### src/rtl/if_fetch_ctrl.sv
// if_fetch_ctrl: PC sequencer feeding a small {pc, instr} fetch FIFO with redirect, halt and fault handling.
// Optional macro IF_FETCH_PERF_EN adds fetch/stall/flush performance counters.
module if_fetch_ctrl #(
  parameter logic [31:0] PC_RESET   = 32'h0,
  parameter int          IMEM_WORDS = 32,
  parameter int          BUF_DEPTH  = 2
) (
  input  logic        clk,
  input  logic        reset,
  output logic [31:0] imem_addr,
  input  logic [31:0] imem_instr,
  input  logic        redirect_valid,
  input  logic [31:0] redirect_target,
  input  logic        halt_req,
  output logic        out_valid,
  input  logic        out_ready,
  output logic [31:0] out_instr,
  output logic [31:0] out_pc,
  output logic [31:0] out_pc_plus4,
  output logic        fault,
  output logic [1:0]  state_o
`ifdef IF_FETCH_PERF_EN
  ,
  output logic [31:0] perf_fetch_cnt,
  output logic [31:0] perf_stall_cnt,
  output logic [31:0] perf_flush_cnt
`endif
);
  localparam int AW = $clog2(BUF_DEPTH);
  localparam logic [32:0] IMEM_BYTES = 33'(IMEM_WORDS) << 2;
  localparam logic [1:0] RUN = 2'd0, HALTED = 2'd1, FAULT = 2'd2;
  logic [1:0]  state_q, state_d;
  logic [31:0] pc_q, pc_d;
  logic [AW:0] wr_q, wr_d, rd_q, rd_d;
  logic [31:0] bpc_q [BUF_DEPTH];
  logic [31:0] bpc_d [BUF_DEPTH];
  logic [31:0] bins_q [BUF_DEPTH];
  logic [31:0] bins_d [BUF_DEPTH];
  logic empty, full, pop, can_fetch, oor, push, redir, bad_tgt;
  assign imem_addr = pc_q;
  assign empty     = wr_q == rd_q;
  assign full      = (wr_q[AW] != rd_q[AW]) && (wr_q[AW-1:0] == rd_q[AW-1:0]);
  assign pop       = !empty && out_ready;
  assign redir     = redirect_valid && state_q != FAULT;
  assign bad_tgt   = redir && redirect_target[1:0] != 2'b00;
  assign can_fetch = state_q == RUN && !halt_req && !redirect_valid && (!full || pop);
  assign oor       = {1'b0, pc_q} >= IMEM_BYTES;
  assign push      = can_fetch && !oor;
  always_ff @(posedge clk) begin
    if (reset) begin
      state_q <= RUN;
      pc_q    <= PC_RESET;
      wr_q    <= '0;
      rd_q    <= '0;
    end else begin
      state_q <= state_d;
      pc_q    <= pc_d;
      wr_q    <= wr_d;
      rd_q    <= rd_d;
    end
    bpc_q  <= bpc_d;
    bins_q <= bins_d;
  end
  always_comb begin
    state_d = state_q;
    if (state_q != FAULT)
      state_d = (bad_tgt || (can_fetch && oor)) ? FAULT : halt_req ? HALTED : RUN;
  end
  // A redirect flushes the FIFO outright; a pop in that cycle has already consumed the old head.
  always_comb begin
    pc_d   = pc_q;
    wr_d   = wr_q;
    rd_d   = rd_q;
    bpc_d  = bpc_q;
    bins_d = bins_q;
    if (redir) begin
      pc_d = redirect_target;
      wr_d = '0;
      rd_d = '0;
    end else begin
      if (push) begin
        bpc_d[wr_q[AW-1:0]]  = pc_q;
        bins_d[wr_q[AW-1:0]] = imem_instr;
        wr_d                 = wr_q + 1'b1;
        pc_d                 = pc_q + 32'd4;
      end
      if (pop) rd_d = rd_q + 1'b1;
    end
  end
  always_comb begin
    out_valid    = !empty;
    out_pc       = out_valid ? bpc_q[rd_q[AW-1:0]] : 32'h0;
    out_instr    = out_valid ? bins_q[rd_q[AW-1:0]] : 32'h0;
    out_pc_plus4 = out_valid ? out_pc + 32'd4 : 32'h0;
    fault        = state_q == FAULT;
    state_o      = state_q;
  end
`ifdef IF_FETCH_PERF_EN
  logic [31:0] fetch_cnt_q, stall_cnt_q, flush_cnt_q;
  always_ff @(posedge clk) begin
    if (reset) begin
      fetch_cnt_q <= '0;
      stall_cnt_q <= '0;
      flush_cnt_q <= '0;
    end else begin
      fetch_cnt_q <= fetch_cnt_q + 32'(push);
      stall_cnt_q <= stall_cnt_q + 32'(state_q == RUN && !halt_req && !redirect_valid && full && !pop);
      flush_cnt_q <= flush_cnt_q + 32'(redir);
    end
  end
  assign perf_fetch_cnt = fetch_cnt_q;
  assign perf_stall_cnt = stall_cnt_q;
  assign perf_flush_cnt = flush_cnt_q;
`endif
endmodule
### config.mk
export PLATFORM = sky130hd
export DESIGN_NAME = if_fetch_ctrl
export DESIGN_NICKNAME = d
export VERILOG_FILES = /design/src/rtl/if_fetch_ctrl.sv
export SDC_FILE = /design/constraint.sdc
export NUM_CORES = 1
export LEC_CHECK = 0
export BUFFER_PORTS_ARGS = -buffer_cell sky130_fd_sc_hd__buf_2
export CAP_MARGIN = 30
export CORE_UTILIZATION = 50
export DETAILED_ROUTE_END_ITERATION = 8
export PLACE_DENSITY_LB_ADDON = 0.1
export SLEW_MARGIN = 30
export SYNTH_ARGS = -nofsm -noshare
export SYNTH_HDL_FRONTEND = slang
export SYNTH_SLANG_ARGS = --single-unit
### constraint.sdc
create_clock -name clk -period 15 [get_ports clk]
set_input_delay 0.75 -clock clk [delete_from_list [all_inputs] [get_ports clk]]
set_output_delay 0.75 -clock clk [all_outputs]
set_load 0.005 [all_outputs]
== Word-level counts from Yosys, hierarchy flattened ==
Index checks and enable logic that the tools add are counted.
Word-level totals
  register bits: 166
  input port bits: 69
  output and inout bits: 132
  word-level logic and storage cells: 63
Operators by class
  $add $sub $neg: 4
  order comparisons: 4
  equality and inequality tests: 5
  muxes and demuxes: 17
  bitwise gates (word level): 3
  reductions and logical operators: 22
Operators by type and width (number)
  $mux W32: 12
  $bwmux W64: 2
  $add A32 B3 Y32 const B: 2
  $demux W32 S1: 1
  $ge A32 B8 Y1 const B: 1
  $logic_and A1 B1 Y1: 10
  $logic_not A1 Y1: 5
  $add A2 B1 Y2 const B: 2
  $ge A2 B2 Y1 const B: 2
  $not A1 Y2: 2
  $reduce_bool A2 Y1: 2
  $eq A2 B2 Y1: 1
  $eq A2 B2 Y1 const B: 1
  $logic_not A2 Y1: 1
  $logic_or A1 B1 Y1: 2
  $lt A2 B1 Y1 const B: 1
  $mux W2: 1
  $ne A2 B2 Y1 const B: 1
  $reduce_and A2 Y1: 1
  $reduce_or A2 Y1: 1
  $eq A1 B1 Y1: 1
  $mux W1: 1
  $ne A1 B1 Y1: 1
  $not A1 Y1: 1

== Depth between registers and ports, before layout ==
Gate-level depths: netlist of the first run.
  word-level depth: 8
  mapped depth: 14
  mapped depth without buffers: 8

== Worst setup path after synthesis of the first run ==
No wires, ideal clock.
  kind: input port to flip-flop
  from: input redirect_valid
  to: register bins_q[32] (netlist bit) (enable)
  setup time: 0.644 ns
  arrival: 7.379 ns
  required time: 14.356 ns
  setup slack: 6.977 ns
  cell stages on the path: 3
  path buffers: 0
  path through: nor4_1 o31ai_1 nor4_1
Between the ends
  word-level cells in the longest chain between the ends: 5
  elaborated cells on any way between the ends: 7
  classes of those cells: 1 x bitwise; 6 x reduce/logical
Ends and longest elaborated chain
  start: declaration: line 12  | input logic redirect_valid,
  $logic_not A1 Y1: line 46  | assign can_fetch = state_q == RUN && !halt_req && !redirect_valid && (!full || pop);
  $logic_and A1 B1 Y1 (2 in a row): line 46
  $logic_and A1 B1 Y1: line 48  | assign push = can_fetch && !oor;
  $reduce_and A2 Y1 (no line) *
  end signal: assignment: line 62  | bins_q <= bins_d;
  end: declaration: line 37  | logic [31:0] bins_q [BUF_DEPTH];
Mark *: on every way between the ends. The rest lies on a longest branch, timed or not.
A chain may end at the register's enable or synchronous reset.

== Worst setup path in the final report of the first run ==
  from: register rd_q[0]
  to: output out_pc_plus4[23]
Between the ends
  word-level cells in the longest chain between the ends: 7
  elaborated cells on any way between the ends: 8
  classes of those cells: 1 x add/sub; 1 x eq/ne; 5 x mux; 1 x bitwise
Ends and longest elaborated chain
  start: declaration: line 34  | logic [AW:0] wr_q, wr_d, rd_q, rd_d;
  start signal: assignment: line 59  | rd_q <= rd_d;
  $not A1 Y2 (not written as such): line 92  | out_pc = out_valid ? bpc_q[rd_q[AW-1:0]] : 32'h0;
  $mux W32 (not written as such) (3 in a row): line 92
  $mux W32: line 92
  $add A32 B3 Y32: line 94  | out_pc_plus4 = out_valid ? out_pc + 32'd4 : 32'h0;
  $mux W32 *: line 94
  end: declaration: line 19  | output logic [31:0] out_pc_plus4,
Mark *: on every way between the ends. The rest lies on a longest branch, timed or not. The select of a mux whose other input is x is not followed.

==> impl_summary.txt, run 1 <==
----------------------------------------------------
[Power and ir drop]
  Power density cells ... between 100 and 150 nW/um^2
  NetSw ... 208 uW
  P_int ... 792 uW
  Maximum resistive drop on vdd ... between 0.07 and 0.08 mV
  Sequential power share ... 0.513
  Combinational share of power ... 0.051
  Switching Fraction ... 0.208
  Portion of total power attributed to the clock network ... 0.435
  Static leakage ... 3.57 nW

[CTS]
  Skew-Pair Late Insertion Delay ... between 400 and 500 ps
  H-tree Lvls ... 4
  Post-CTS clock slew at the launch and capture registers of the worst setup and hold paths ... around 60 ps
  Total of cells resized after clock tree synthesis ... 0
  Total clock buffers created by CTS ... 17
  Number of buffers inserted to repair setup after CTS ... 0
  Maximum number of buffers from clock root to sink ... 2
  TritonCTS clock tree ... done
  Count of clock tree sinks ... 166
  Hold bufs inserted after CTS ... 0
  Library cell used as clock root buffer ... clkbuf_16

[Layout]
  Number of filler instances in the final layout ... between 1000 and 1500
  Syn-to-layout area delta ... 23.4%
  Share of post-route cells with drive strength above 1 ... 0.318
  End-of-flow core utilization ... 0.628
  Diodes inserted ... 0
  Final net count ... ~860

[GRT]
  Maximum number of pins on one net before global-route repair ... between 80 and 90
  Via count of the first global-routing pass ... about 5000
  Global-route total usage across every layer ... 0.232
  GRT Residual Overflow ... 0
  Initial antenna violation count ... 0
  First-pass GRT wire length ... approximately 26000 um

[Min path]
  Startpoint of the worst hold path ... imem_addr[0]$_SDFFE_PP0P_
  Worst hold path type ... reg2reg
  Worst Hold Depth ... 0
  Hold EP ... bpc_q[0]$_DFFE_PP_

[Floorplanning]
  DIE AREA ... 15200 um^2
  Core footprint ... roughly 14000 um^2
  Boundary pin count ... ~200
  Initial core utilization ... 0.509
  Vert. Die Dim ... between 100 and 150 um
  Die outline width ... 123 um
  Row count ... 44

[Timing]
  Largest clock skew in the final design ... 11.9 ps
  Final Cycle Share ... 0.327
  Pin slew with the least headroom to its limit ... roughly 800 ps
  Setup TNS Final ... 0 ps
  RSZ-0062 raised after global routing ... false
  Peak Freq ... about 200 MHz
  Shortest clock period the worst path allows after layout ... between 4000 and 5000 ps
  Hold Vio Cnt, Final ... 0
  Final-report max-slew violation count ... 0
  Worst max-slew margin expressed relative to the limit ... 0.465
  Final setup viols ... 0

[Synth]
  Syn. warnings ... 0
  Ys async rst share ... 0
  Unique cell type count in the Yosys netlist ... 50
  Number of enable-type register cells in the synthesized netlist ... about 130
  Commonest register cell after synthesis ... edfxtp_1
  Register bit total from synthesis ... between 150 and 200
  Post-synthesis area per instance ... between 10 and 15 um^2
  Count of mapped cells out of synthesis ... ~600
  Number of nets in the synthesized netlist ... around 670
  Netlist area before placement ... around 7400 um^2
  Seq/Total Area, Yosys ... 0.624

[Drt]
  Number of vias after detailed routing ... between 5000 and 6000
  Routed length per placed instance ... around 18 um
  Initial DRC count ... 357
  Mean number of vias per cell ... 5.51
  Final wirelength ... 17300 um
  Number of routed nets with antenna violations ... 0
  Total iterations of the first detailed-routing run ... 5
  DRC violation count after routing ... 0

[Outcome]
  Run status ... complete, no violations

[Critical path]
  Startpoint-to-endpoint class of the critical path ... reg2out
  Reg2reg path depth ... 4
  Slack of the worst reg-to-reg path ... 11910 ps
  Data required, critical path ... roughly 14000 ps
  Capturing element type of the critical path ... primary output
  Arrival time of data at the critical path endpoint ... approximately 4200 ps
  Worst Setup Start Kind ... register
  Worst R2R Start ... rd_q[0]$_SDFFE_PP0P_
  Reg-to-Reg End ... bins_q[24]$_DFFE_PP_
  Maximum fanout encountered on the critical timing path ... between 50 and 60

[Placement]
  Final weighted congestion in routability-driven placement ... approximately 0.86
  Number of port buffers ... 200
  Placed wire-length estimate after detailed placement ... around 13000 um

[Run]
  Maxcap violations ... 0

----------------------------------------------------
## cell families (layout without fill, tap and decap cells)
family                   count (synthesis)  count (layout)  synth area share
buffers and inverters                   42             245            0.0287
adder cells (fa/ha/maj)                  3               3           0.00509
flip-flops                             166             166             0.624
AO/OA/AOI/OAI                           72              72            0.0757
AND/OR/NAND/NOR                        225             225             0.148
XOR/XNOR                                21              21            0.0260
multiplexers                            67              67            0.0923
## cells in the mapped netlist (2+ instances only)
master | count | area (um^2)
edfxtp_1 | 128 | 3840
nor2_1 | 97 | 364
mux2i_1 | 59 | 591
dfxtp_1 | 38 | 761
nand2_1 | 29 | 109
a22oi_1 | 24 | 180
nor3_1 | 24 | 120
clkbuf_1 | 19 | 71.3
nor4_1 | 16 | 100
nand3_1 | 14 | 70.1
xnor2_1 | 12 | 105
a21oi_1 | 10 | 50.1
nand4_1 | 9 | 56.3
xor2_1 | 8 | 70.1
buf_2 | 7 | 35.0
inv_1 | 7 | 26.3
mux2_2 | 7 | 78.8
o31a_1 | 7 | 61.3
a211oi_1 | 6 | 45.0
and2_1 | 6 | 37.5
and3_1 | 6 | 37.5
nand3b_1 | 6 | 45.0
buf_6 | 5 | 56.3
a31oi_1 | 4 | 25.0
nand2b_1 | 4 | 25.0
o21a_1 | 4 | 30.0
a21o_1 | 3 | 22.5
and4_1 | 3 | 26.3
ha_1 | 3 | 37.5
nand4b_1 | 3 | 26.3
o31ai_1 | 3 | 22.5
a32o_1 | 2 | 20.0
buf_1 | 2 | 7.51
buf_4 | 2 | 15.0
nor2b_1 | 2 | 12.5
o21ai_0 | 2 | 10.0
or3_1 | 2 | 12.5
## through the flow
step                setup slack (ps)  hold WS, ps  power [mW]  std cells  area (um^2)
finish                         10100          485        1.00        983         9100
global route                    9820          493        1.03        983         9100
CTS                            10070          486        1.01        983         9100
detailed placement             10520          471       0.575        951         8500
global placement               10620          462       0.572        951         8490
floorplan                       6980          471       0.546        596         7370
## worst max-delay path by stage
stage	from	slack, ps	to	depth (start not counted)
3_5_place_dp	rd_q[0]$_SDFFE_PP0P_	10520	out_pc_plus4[28]	10
6_report	rd_q[0]$_SDFFE_PP0P_	10100	out_pc_plus4[23]	7
5_1_grt	rd_q[0]$_SDFFE_PP0P_	9820	out_pc_plus4[28]	10
2_1_floorplan	redirect_valid	6980	bins_q[32]$_DFFE_PP_	3
3_3_place_gp	rd_q[0]$_SDFFE_PP0P_	10620	out_pc_plus4[28]	10
4_1_cts	rd_q[0]$_SDFFE_PP0P_	10070	out_pc_plus4[28]	10
## placed cells by master (no fill, tap or decap), types with 14 or more instances in the layout
| cell | synthesis | final |
|---|---|---|
| a22oi_1 | 24 | 24 |
| buf_2 | 7 | 200 |
| clkbuf_16 | 0 | 17 |
| dfxtp_1 | 38 | 37 |
| edfxtp_1 | 128 | 128 |
| mux2i_1 | 59 | 59 |
| nand2_1 | 29 | 29 |
| nand3_1 | 14 | 14 |
| nor2_1 | 97 | 96 |
| nor3_1 | 24 | 24 |
| nor4_1 | 16 | 15 |
## area by class of cell
type | instances | area (um^2) | area share
multi-input combinational | 388 | 2590 | 0.285
timing repair buffer | 206 | 1050 | 0.115
clock buffer | 20 | 447 | 0.0491
sequential | 166 | 4610 | 0.507
clock inverter | 12 | 151 | 0.0166
inverter | 7 | 26.3 | 0.00289
tap | 184 | 230 | 0.0253
## critical path: stages, from the launching register on
cell and delay, ps:
dfxtp_4 740, buf_4 690, xnor2_1 370, a2111oi_4 470
nand4_1 510, or4_1 620, and3_1 170, buf_2 120
## sequential cells by signal, indices dropped and copies added (netlist names)
| register | cells |
|---|---|
| imem_addr | 32 |
| bpc_q | 64 |
| rd_q | 2 |
| bins_q | 64 |
| wr_q | 2 |
| state_o | 2 |
## routing by layer
metal	vias up	routed length, um	global-route usage
met4	0	354	0.0896
met2	184	7970	0.361
met1	2584	7920	0.314
met5	-	0	0
li1	2618	-	-
met3	26	1030	0.0535
## power groups by stage
stage	sequential, mW	combinational, mW	clock (mW)
after detailed placement	0.523	0.0518	0
after global placement	0.522	0.0498	0
after global routing	0.514	0.0570	0.462
after CTS	0.513	0.0520	0.442
final	0.513	0.0514	0.435
after floorplan	0.520	0.0256	0
No activity file was read; power rests on OpenSTA's default activity.
==> run 2: changes to the inputs <==
--- a/config.mk
+++ b/config.mk
@@ -5,9 +5,10 @@
 export SDC_FILE = /design/constraint.sdc
 export NUM_CORES = 1
 export LEC_CHECK = 0
+export ABC_AREA = 1
 export BUFFER_PORTS_ARGS = -buffer_cell sky130_fd_sc_hd__buf_2
 export CAP_MARGIN = 30
-export CORE_UTILIZATION = 50
+export CORE_UTILIZATION = 48
 export DETAILED_ROUTE_END_ITERATION = 8
 export PLACE_DENSITY_LB_ADDON = 0.1
 export SLEW_MARGIN = 30
==> constraint.sdc (replaced) <==
create_clock -name clk -period 4.1 [get_ports clk]
set_input_delay 0.205 -clock clk [delete_from_list [all_inputs] [get_ports clk]]
set_output_delay 0.205 -clock clk [all_outputs]
set_load 0.005 [all_outputs]
==> run 2 against run 1 <==
  * Global-route usage rose by 0.23 points
  * Cell count rose by 33%
  * Via count rose by 18%
  * First-iteration DRC count rose by 55%
  * Flip-flop and latch count did not move
  * Synthesized cell count rose by 44%
  * Non-clock buffer count rose by 36
  * Worst hold slack got worse by 450 ps
  * Critical path type unchanged
  * Register-to-register slack got worse by 11000 ps
==> impl_summary.txt, run 2 <==
----------------------------------------------------
[Timing]
  Worst max-slew margin expressed relative to the limit ... 0.519 (was 0.465)
  Setup TNS Final ... 0 ps (unchanged)
  Peak Freq ... between 200 and 300 MHz
  Final Cycle Share ... 0.873
  Shortest clock period the worst path allows after layout ... approximately 3600 ps
  Largest clock skew in the final design ... 13.5 ps (was 11.9 ps)
  Worst hold slack after final layout ... 30.5 ps (was 485 ps)
  Pin slew with the least headroom to its limit ... 720 ps (was 803 ps)
  Final setup viols ... 0 (unchanged)
  RSZ-0062 raised after global routing ... false (unchanged)
  Final critical-path setup slack ... 520 ps (was 10100 ps)
  Hold Vio Cnt, Final ... 0 (unchanged)
  Final-report max-slew violation count ... 0 (unchanged)

[Placement]
  Final weighted congestion in routability-driven placement ... 0.886 (was 0.857)
  Placed wire-length estimate after detailed placement ... 12700 um (was 12500 um)
  Number of port buffers ... 200 (unchanged)
  Setup WS pre-CTS ... 914 ps (was 10520 ps)

[Critical path]
  Reg-to-Reg End ... bins_q[15]$_DFFE_PP_ (was bins_q[24]$_DFFE_PP_)
  Cell breakdown of the critical path ... inv_2, nand2_1, nand2_1, nand2_2, buf_4, nand3_1, nor2_1, nand2_1, nor2_1, nand3_1, nand2_1, inv_1, buf_2 (was buf_4, xnor2_1, a2111oi_4, nand4_1, or4_1, and3_1, buf_2)
  Origin of the worst setup path ... rd_q[0]$_SDFFE_PP0P_ (unchanged)
  Worst path bufs/invs ... 4 (was 2)
  Kind of cell adding the most delay to the critical path ... simple AND/OR/NAND/NOR gates (unchanged)
  Worst path slowest cell ... dfxtp_2 (was dfxtp_4)
  Arrival time of data at the critical path endpoint ... 3380 ps (was 4150 ps)
  Data required, critical path ... 3890 ps (was 14250 ps)
  Worst Setup Start Kind ... register (unchanged)
  CP most frequent cell ... nand2_1
  Maximum fanout encountered on the critical timing path ... 56 (was 53)
  Biggest cell delay along the critical path ... 620 ps (was 740 ps)
  Capturing element type of the critical path ... primary output (unchanged)
  Slack of the worst reg-to-reg path ... 1220 ps (was 11910 ps)
  Worst R2R Start ... rd_q[0]$_SDFFE_PP0P_ (unchanged)
  Reg2reg path depth ... 7 (was 4)
  Startpoint-to-endpoint class of the critical path ... reg2out (unchanged)

[Power and ir drop]
  Maximum resistive drop on vdd ... 0.304 mV (was 0.0708 mV)
  Power density cells ... 372 nW/um^2 (was 110 nW/um^2)
  Static leakage ... 4.48 nW (was 3.57 nW)

[Synth]
  Simple-gate share of the synthesized area ... 0.252 (was 0.148)
  Compound-Gate Fraction of Synth Area ... 0.0560 (was 0.0757)
  Unique cell type count in the Yosys netlist ... 29 (was 50)
  Ys async rst share ... 0 (unchanged)
  Post-synth top cells ... nand2_1 (292), edfxtp_1 (128), nor2_1 (90) (was edfxtp_1 (128), nor2_1 (97), mux2i_1 (59))
  Top-count cell post-synth ... nand2_1 (was edfxtp_1)
  Netlist area before placement ... 7620 um^2 (was 7370 um^2)
  Largest family of logic cells by synthesized area ... simple AND/OR/NAND/NOR gates (unchanged)
  Seq/Total Area, Yosys ... 0.604 (was 0.624)
  Area fraction of the dominant cell type after synthesis ... 0.505 (was 0.521)
  Proportion of synthesized area in mux cells ... 0 (was 0.0923)
  Number of nets in the synthesized netlist ... 929 (was 668)
  Number of enable-type register cells in the synthesized netlist ... 128 (unchanged)
  Library cell occupying the most area in the post-synthesis netlist ... edfxtp_1 (unchanged)
  Synth area leaders ... edfxtp_1 (50%), nand2_1 (14%), dfxtp_1 (10%) (was edfxtp_1 (52%), dfxtp_1 (10%), mux2i_1 (8.0%))
  Register bit total from synthesis ... 166 (unchanged)
  Post-synthesis xor/xnor area fraction ... 0.0195 (was 0.0260)
  Post-synthesis area per instance ... 8.89 um^2 (was 12.4 um^2)
  Syn. warnings ... 0 (unchanged)
  Commonest register cell after synthesis ... edfxtp_1 (unchanged)
  Count of mapped cells out of synthesis ... 857 (was 596)
  Post-Synth Adder-Cell Area ... 0.00493 (was 0.00509)

[Run]
  Maxcap violations ... 0 (unchanged)

[Floorplanning]
  Boundary pin count ... 201 (unchanged)
  DIE AREA ... 16400 um^2 (was 15200 um^2)
  Row count ... 45 (was 44)
  Die outline width ... 128 um (was 123 um)
  Initial core utilization ... 0.496 (was 0.509)
  Core footprint ... 15400 um^2 (was 14500 um^2)
  Vert. Die Dim ... 128 um (was 123 um)

[Layout]
  Final net count ... 1152 (was 858)
  Commonest non-fill, non-tap cell in the layout ... nand2_1 (was buf_2)
  Commonest cells after routing, fill and taps aside ... nand2_1 (292), buf_2 (200), edfxtp_1 (128), nor2_1 (88), inv_1 (74) (was buf_2 (200), edfxtp_1 (128), nor2_1 (96), mux2i_1 (59), dfxtp_1 (37))
  Share of post-route cells with drive strength above 1 ... 0.232 (was 0.318)
  Syn-to-layout area delta ... 27.0% (was 23.4%)
  Diodes inserted ... 0 (unchanged)

[Min path]
  Startpoint of the worst hold path ... halt_req (was imem_addr[0]$_SDFFE_PP0P_)
  Hold EP ... state_o[0]$_SDFFE_PP0N_ (was bpc_q[0]$_DFFE_PP_)
  Worst Hold Depth ... 3 (was 0)
  Worst hold path type ... in2reg (was reg2reg)

[CTS]
  Maximum number of buffers from clock root to sink ... 2 (unchanged)
  Total clock buffers created by CTS ... 17 (unchanged)
  Library cell used as clock root buffer ... clkbuf_16 (unchanged)
  H-tree Lvls ... 4 (unchanged)
  Skew-Pair Late Insertion Delay ... 420 ps (about the same)
  Post-CTS clock slew at the launch and capture registers of the worst setup and hold paths ... 60 ps (about the same)
  TritonCTS clock tree ... done (unchanged)
  Count of clock tree sinks ... 166 (unchanged)

[Drt]
  DRC violation count after routing ... 0 (unchanged)
  Total iterations of the first detailed-routing run ... 5 (unchanged)
  Mean number of vias per cell ... 4.90 (was 5.51)
  Number of routed nets with antenna violations ... 0 (unchanged)
  Final wirelength ... 18400 um (was 17300 um)
  Routed length per placed instance ... 14.1 um (was 17.6 um)
  Initial DRC count ... 555 (was 357)
  Number of vias after detailed routing ... 6396 (was 5412)

[GRT]
  GRT Residual Overflow ... 0 (unchanged)
  Global-route total usage across every layer ... 0.234 (was 0.232)
  First-pass GRT wire length ... 29100 um (was 26300 um)
  Maximum number of pins on one net before global-route repair ... 57 (was 83)
  Initial antenna violation count ... 0 (unchanged)
  Via count of the first global-routing pass ... 5725 (was 5011)

[Outcome]
  Run status ... complete, no violations (unchanged)

----------------------------------------------------
-- run 2: cell types whose count changed in the layout (fill, tap and decap cells not counted), moves of 11 or more --
cell,before,now
nor4_1,15,0
xnor2_1,12,1
nor3_1,24,6
mux2i_1,59,0
dlygate4sd3_1,0,32
a21oi_1,10,66
nand3_1,14,69
inv_1,7,74
a22oi_1,24,0
nand2_1,29,292
-- run 2: metrics by stage --
| stage | util | cell area [um^2] | power (mW) | instances |
|---|---|---|---|---|
| 2_1_floorplan | - | 7620 | 1.99 | 857 |
| 4_1_cts | 0.629 | 9670 | 3.62 | 1304 |
| 3_5_place_dp | 0.572 | 8790 | 2.09 | 1240 |
| 6_report | 0.629 | 9670 | 3.60 | 1304 |
| 5_1_grt | 0.629 | 9670 | 3.72 | 1304 |
| 3_3_place_gp | 0.572 | 8790 | 2.09 | 1240 |
-- run 2: cell families (layout without fill, tap and decap cells) --
family	count (synthesis)	in the layout
AOI/OAI and AO/OA	84	84
xor gates and xnor gates	17	17
and+or+nand+nor	472	472
buffers and inverters	115	351
adders and majority gates	3	3
DFF	166	166
-- run 2: where the power goes --
part | internal (mW) | switching [mW] | leakage, nW
Sequential | 1.84 | 0.0376 | 1.50
Combinational | 0.0947 | 0.106 | 2.71
Clock | 0.899 | 0.624 | 0.262
Total | 2.83 | 0.767 | 4.48
-- run 2: worst max-delay path by stage --
stage                          end  slack (ps)  cells past startpoint
3_3_place_gp      out_pc_plus4[27]         990                     13
3_5_place_dp      out_pc_plus4[27]         910                     13
4_1_cts           out_pc_plus4[27]         430                     13
5_1_grt           out_pc_plus4[29]         130                     14
2_1_floorplan  bins_q[0]$_DFFE_PP_         890                      8
6_report          out_pc_plus4[27]         520                     13
-- run 2: tightest hold or removal path: stages --
cell	delay (ps)
buf_2	110
nand2_1	60
nor2_1	40
-- run 2: repair_timing --
action | in CTS | in global routing
buffers inserted | 0 | 0
hold buffers | 32 | 0
gates resized for setup | 0 | 0
endpoints found under the hold margin | 64 | 0
-- run 2: final cells by class --
| class | instances | area, um^2 |
|---|---|---|
| Fill cell | 1343 | 5700 |
| Sequential cell | 166 | 4610 |
| Multi-Input combinational cell | 576 | 2550 |
| Timing Repair Buffer | 242 | 1400 |
| Clock buffer | 21 | 440 |
| Inverter | 77 | 289 |
| Tap cell | 211 | 264 |
| Clock inverter | 11 | 125 |
-- run 2: routing by layer --
metal | part of all wire | global-route usage | vias to the layer above
met5 | 0 | 0 | -
met4 | 0.0082 | 0.0727 | 0
met3 | 0.071 | 0.0401 | 13
met2 | 0.45 | 0.361 | 227
met1 | 0.47 | 0.338 | 2918
li1 | - | - | 3238
==> run 3: changes to the inputs <==
--- a/config.mk
+++ b/config.mk
@@ -8,7 +8,8 @@
 export ABC_AREA = 1
 export BUFFER_PORTS_ARGS = -buffer_cell sky130_fd_sc_hd__buf_2
 export CAP_MARGIN = 30
-export CORE_UTILIZATION = 48
+export CORE_MARGIN = 2
+export CORE_UTILIZATION = 50
 export DETAILED_ROUTE_END_ITERATION = 8
 export PLACE_DENSITY_LB_ADDON = 0.1
 export SLEW_MARGIN = 30
==> constraint.sdc (replaced) <==
create_clock -name clk -period 3.65 [get_ports clk]
set_input_delay 0.1825 -clock clk [delete_from_list [all_inputs] [get_ports clk]]
set_output_delay 0.1825 -clock clk [all_outputs]
set_load 0.005 [all_outputs]
==> run 3 against run 2 <==
  * Sequential power increased by 12%
  * Critical path depth unchanged
  * Global-route usage increased by 0.27 points
  * Count of clock-buffer cells in the layout decreased by 2
  * First-iteration DRC count decreased by 9.0%
  * Highest routed layer unchanged
==> impl_summary.txt, run 3 (synthesized netlist as in run 2, its figures left out) <==
----------------------------------------------------
[CTS]
  Library cell used as clock root buffer ... clkbuf_16 (unchanged)
  H-tree Lvls ... 4 (unchanged)
  Post-CTS clock slew at the launch and capture registers of the worst setup and hold paths ... 70 ps (was 60 ps)
  Skew-Pair Late Insertion Delay ... 430 ps (was 420 ps)
  TritonCTS clock tree ... done (unchanged)
  Maximum number of buffers from clock root to sink ... 2 (unchanged)
  Total clock buffers created by CTS ... 17 (unchanged)
  Count of clock tree sinks ... 166 (unchanged)

[Timing]
  Shortest clock period the worst path allows after layout ... about 3000 ps
  Final Cycle Share ... 0.814
  Final setup viols ... 0 (unchanged)
  Pin slew with the least headroom to its limit ... 599 ps (was 720 ps)
  Peak Freq ... 337 MHz
  Worst max-slew margin expressed relative to the limit ... 0.601 (was 0.519)
  RSZ-0062 raised after global routing ... false (unchanged)
  Setup TNS Final ... 0 ps (unchanged)
  Worst hold slack after final layout ... 18.3 ps (was 30.5 ps)
  Hold Vio Cnt, Final ... 0 (unchanged)
  Largest clock skew in the final design ... 20.6 ps (was 13.5 ps)
  Final-report max-slew violation count ... 0 (unchanged)

[Layout]
  End-of-flow core utilization ... 0.661 (was 0.629)
  Share of post-route cells with drive strength above 1 ... 0.232 (about the same)
  Final net count ... 1173 (was 1152)
  Number of filler instances in the final layout ... 1251 (was 1343)
  Total area of sequential cells ... 4610 um^2 (unchanged)
  Diodes inserted ... 0 (unchanged)
  Commonest non-fill, non-tap cell in the layout ... nand2_1 (unchanged)
  Area of the multi-input gates ... 2550 um^2 (unchanged)
  Syn-to-layout area delta ... 30.5% (was 27.0%)
  Area of all placed cells without fillers ... 9940 um^2 (was 9670 um^2)
  Commonest cells after routing, fill and taps aside ... nand2_1 (292), buf_2 (200), edfxtp_1 (128), nor2_1 (88), inv_1 (74) (unchanged)

[Min path]
  Worst hold path type ... in2reg (unchanged)

[Drt]
  Initial DRC count ... 505 (was 555)
  Number of routed nets with antenna violations ... 0 (unchanged)
  DRC violation count after routing ... 0 (unchanged)
  Total iterations of the first detailed-routing run ... 5 (unchanged)
  Final wirelength ... 19200 um (was 18400 um)
  Number of vias after detailed routing ... 6496 (was 6396)
  Mean number of vias per cell ... 4.99 (was 4.90)
  Routed length per placed instance ... 14.7 um (was 14.1 um)

[Critical path]
  Kind of cell adding the most delay to the critical path ... simple AND/OR/NAND/NOR gates (unchanged)
  Maximum fanout encountered on the critical timing path ... 54 (was 56)
  Worst Setup Start Kind ... register (unchanged)
  Biggest cell delay along the critical path ... 440 ps (was 620 ps)
  Startpoint-to-endpoint class of the critical path ... reg2out (unchanged)
  Data required, critical path ... 3470 ps (was 3890 ps)
  Cell breakdown of the critical path ... inv_1, nand2_1, nand2_1, nand2_2, buf_4, nand3_1, nor2_1, nand2_1, nor2_1, nand3_1, nand2_1, inv_1, buf_2 (was inv_2, nand2_1, nand2_1, nand2_2, buf_4, nand3_1, nor2_1, nand2_1, nor2_1, nand3_1, nand2_1, inv_1, buf_2)
  CP most frequent cell ... nand2_1 (unchanged)
  Capturing element type of the critical path ... primary output (unchanged)
  Worst path bufs/invs ... 4 (unchanged)
  Worst path slowest cell ... buf_4 (was dfxtp_2)
  Arrival time of data at the critical path endpoint ... 2790 ps (was 3380 ps)

[Floorplanning]
  Boundary pin count ... 201 (unchanged)
  Core footprint ... 15000 um^2 (was 15400 um^2)
  Row count ... 45 (unchanged)
  DIE AREA ... 16200 um^2 (was 16400 um^2)
  Die outline width ... 127 um (was 128 um)
  Initial core utilization ... 0.507 (was 0.496)
  Vert. Die Dim ... 127 um (was 128 um)

[GRT]
  Global-route total usage across every layer ... 0.237 (was 0.234)
  First-pass GRT wire length ... 29800 um (was 29100 um)
  Initial antenna violation count ... 0 (unchanged)
  GRT Residual Overflow ... 0 (unchanged)
  Via count of the first global-routing pass ... 5889 (was 5725)
  Maximum number of pins on one net before global-route repair ... 66 (was 57)

[Power and ir drop]
  Static leakage ... 4.61 nW (was 4.48 nW)
  Combinational share of power ... 0.060 (was 0.056)
  Sequential power share ... 0.506 (was 0.521)
  Power, Total ... 4.17 mW (was 3.60 mW)
  Maximum resistive drop on vdd ... 0.351 mV (was 0.304 mV)
  Power density cells ... 419 nW/um^2 (was 372 nW/um^2)
  Portion of total power attributed to the clock network ... 0.434 (was 0.423)
  NetSw ... 979 uW (was 767 uW)
  Switching Fraction ... 0.235 (was 0.213)
  P_int ... 3.19 mW (was 2.83 mW)

[Placement]
  Final weighted congestion in routability-driven placement ... 0.944 (was 0.886)
  Area after DPL ... 8780 um^2 (was 8790 um^2)
  Placed wire-length estimate after detailed placement ... 12700 um (about the same)
  Number of port buffers ... 200 (unchanged)

[Outcome]
  Run status ... complete, no violations (unchanged)

[Run]
  Maxcap violations ... 0 (unchanged)

----------------------------------------------------
## run 3: changes by cell type in the layout (fill, tap and decap cells not counted), moves of 2 or more
cell           previous run  this run
bufinv_16                 2         0
clkbuf_16                17        19
clkinvlp_4                4         0
buf_4                    10         8
clkbuf_1                  4         0
inv_4                     0         2
dlygate4sd3_1            32        52
clkinv_8                  0         3
buf_12                    0         2
inv_8                     0         3
## run 3: worst paths after layout
| check | from | slack, ps | cells after the start | endpoint |
|---|---|---|---|---|
| worst max-delay path | wr_q[0]$_SDFFE_PP0P_ | 680 | 13 | out_pc_plus4[27] |
| worst min-delay path | redirect_target[23] | 20 | 3 | imem_addr[23]$_SDFFE_PP0P_ |
| worst max register to register | imem_addr[31]$_SDFFE_PP0P_ | 1540 | 8 | bins_q[29]$_DFFE_PP_ |
| worst min register to register | imem_addr[1]$_SDFFE_PP0P_ | 510 | 0 | bpc_q[1]$_DFFE_PP_ |
## run 3: power groups by stage
| stage | sequential [mW] | clock, mW | combinational, mW |
|---|---|---|---|
| 3_5_place_dp | 2.15 | 0 | 0.199 |
| 5_1_grt | 2.11 | 1.93 | 0.276 |
| 2_1_floorplan | 2.14 | 0 | 0.101 |
| 4_1_cts | 2.11 | 1.84 | 0.243 |
| 3_3_place_gp | 2.15 | 0 | 0.197 |
| 6_report | 2.11 | 1.81 | 0.248 |
## run 3: per-stage QoR
| step | worst slack, ps | instances |
|---|---|---|
| floorplan | 439 | 857 |
| global placement | 1170 | 1217 |
| detailed placement | 1120 | 1217 |
| CTS | 646 | 1301 |
| global route | 340 | 1302 |
| finish | 680 | 1302 |
## run 3: routing by layer
metal / wire length, um / share of wire / GRT usage / up-vias
met2: 9010 / 0.47 / 0.376 / 215
met3: 1240 / 0.065 / 0.0482 / 12
met1: 8740 / 0.46 / 0.334 / 2987
li1: - / - / - / 3282
met4: 171 / 0.0089 / 0.0653 / 0
met5: 0 / 0 / 0 / -
## run 3: worst reg2reg max path, cell delays in order (launching register included)
cell	delay, ps
dfxtp_1	420
nor2_1	140
nand2_1	60
nor2_1	90
nand2_1	110
nor2_1	190
nand2_1	230
nor2_4	160
buf_12	350
## run 3: layout make-up
type / instances / share of cell area
flip-flops and latches: 166 / 0.463
multi-input cells: 576 / 0.257
repair buffers: 263 / 0.165
clock buffers: 19 / 0.0478
inverters: 77 / 0.0291
well taps: 188 / 0.0237
clock inverters: 13 / 0.0147
## run 3: repair_timing
action                                 4_1_cts  5_1_grt
gates resized for setup                      0        0
endpoints found under the hold margin       84        0
setup endpoints to repair                    0        0
hold buffers                                52        0
setup buffers                                0        0
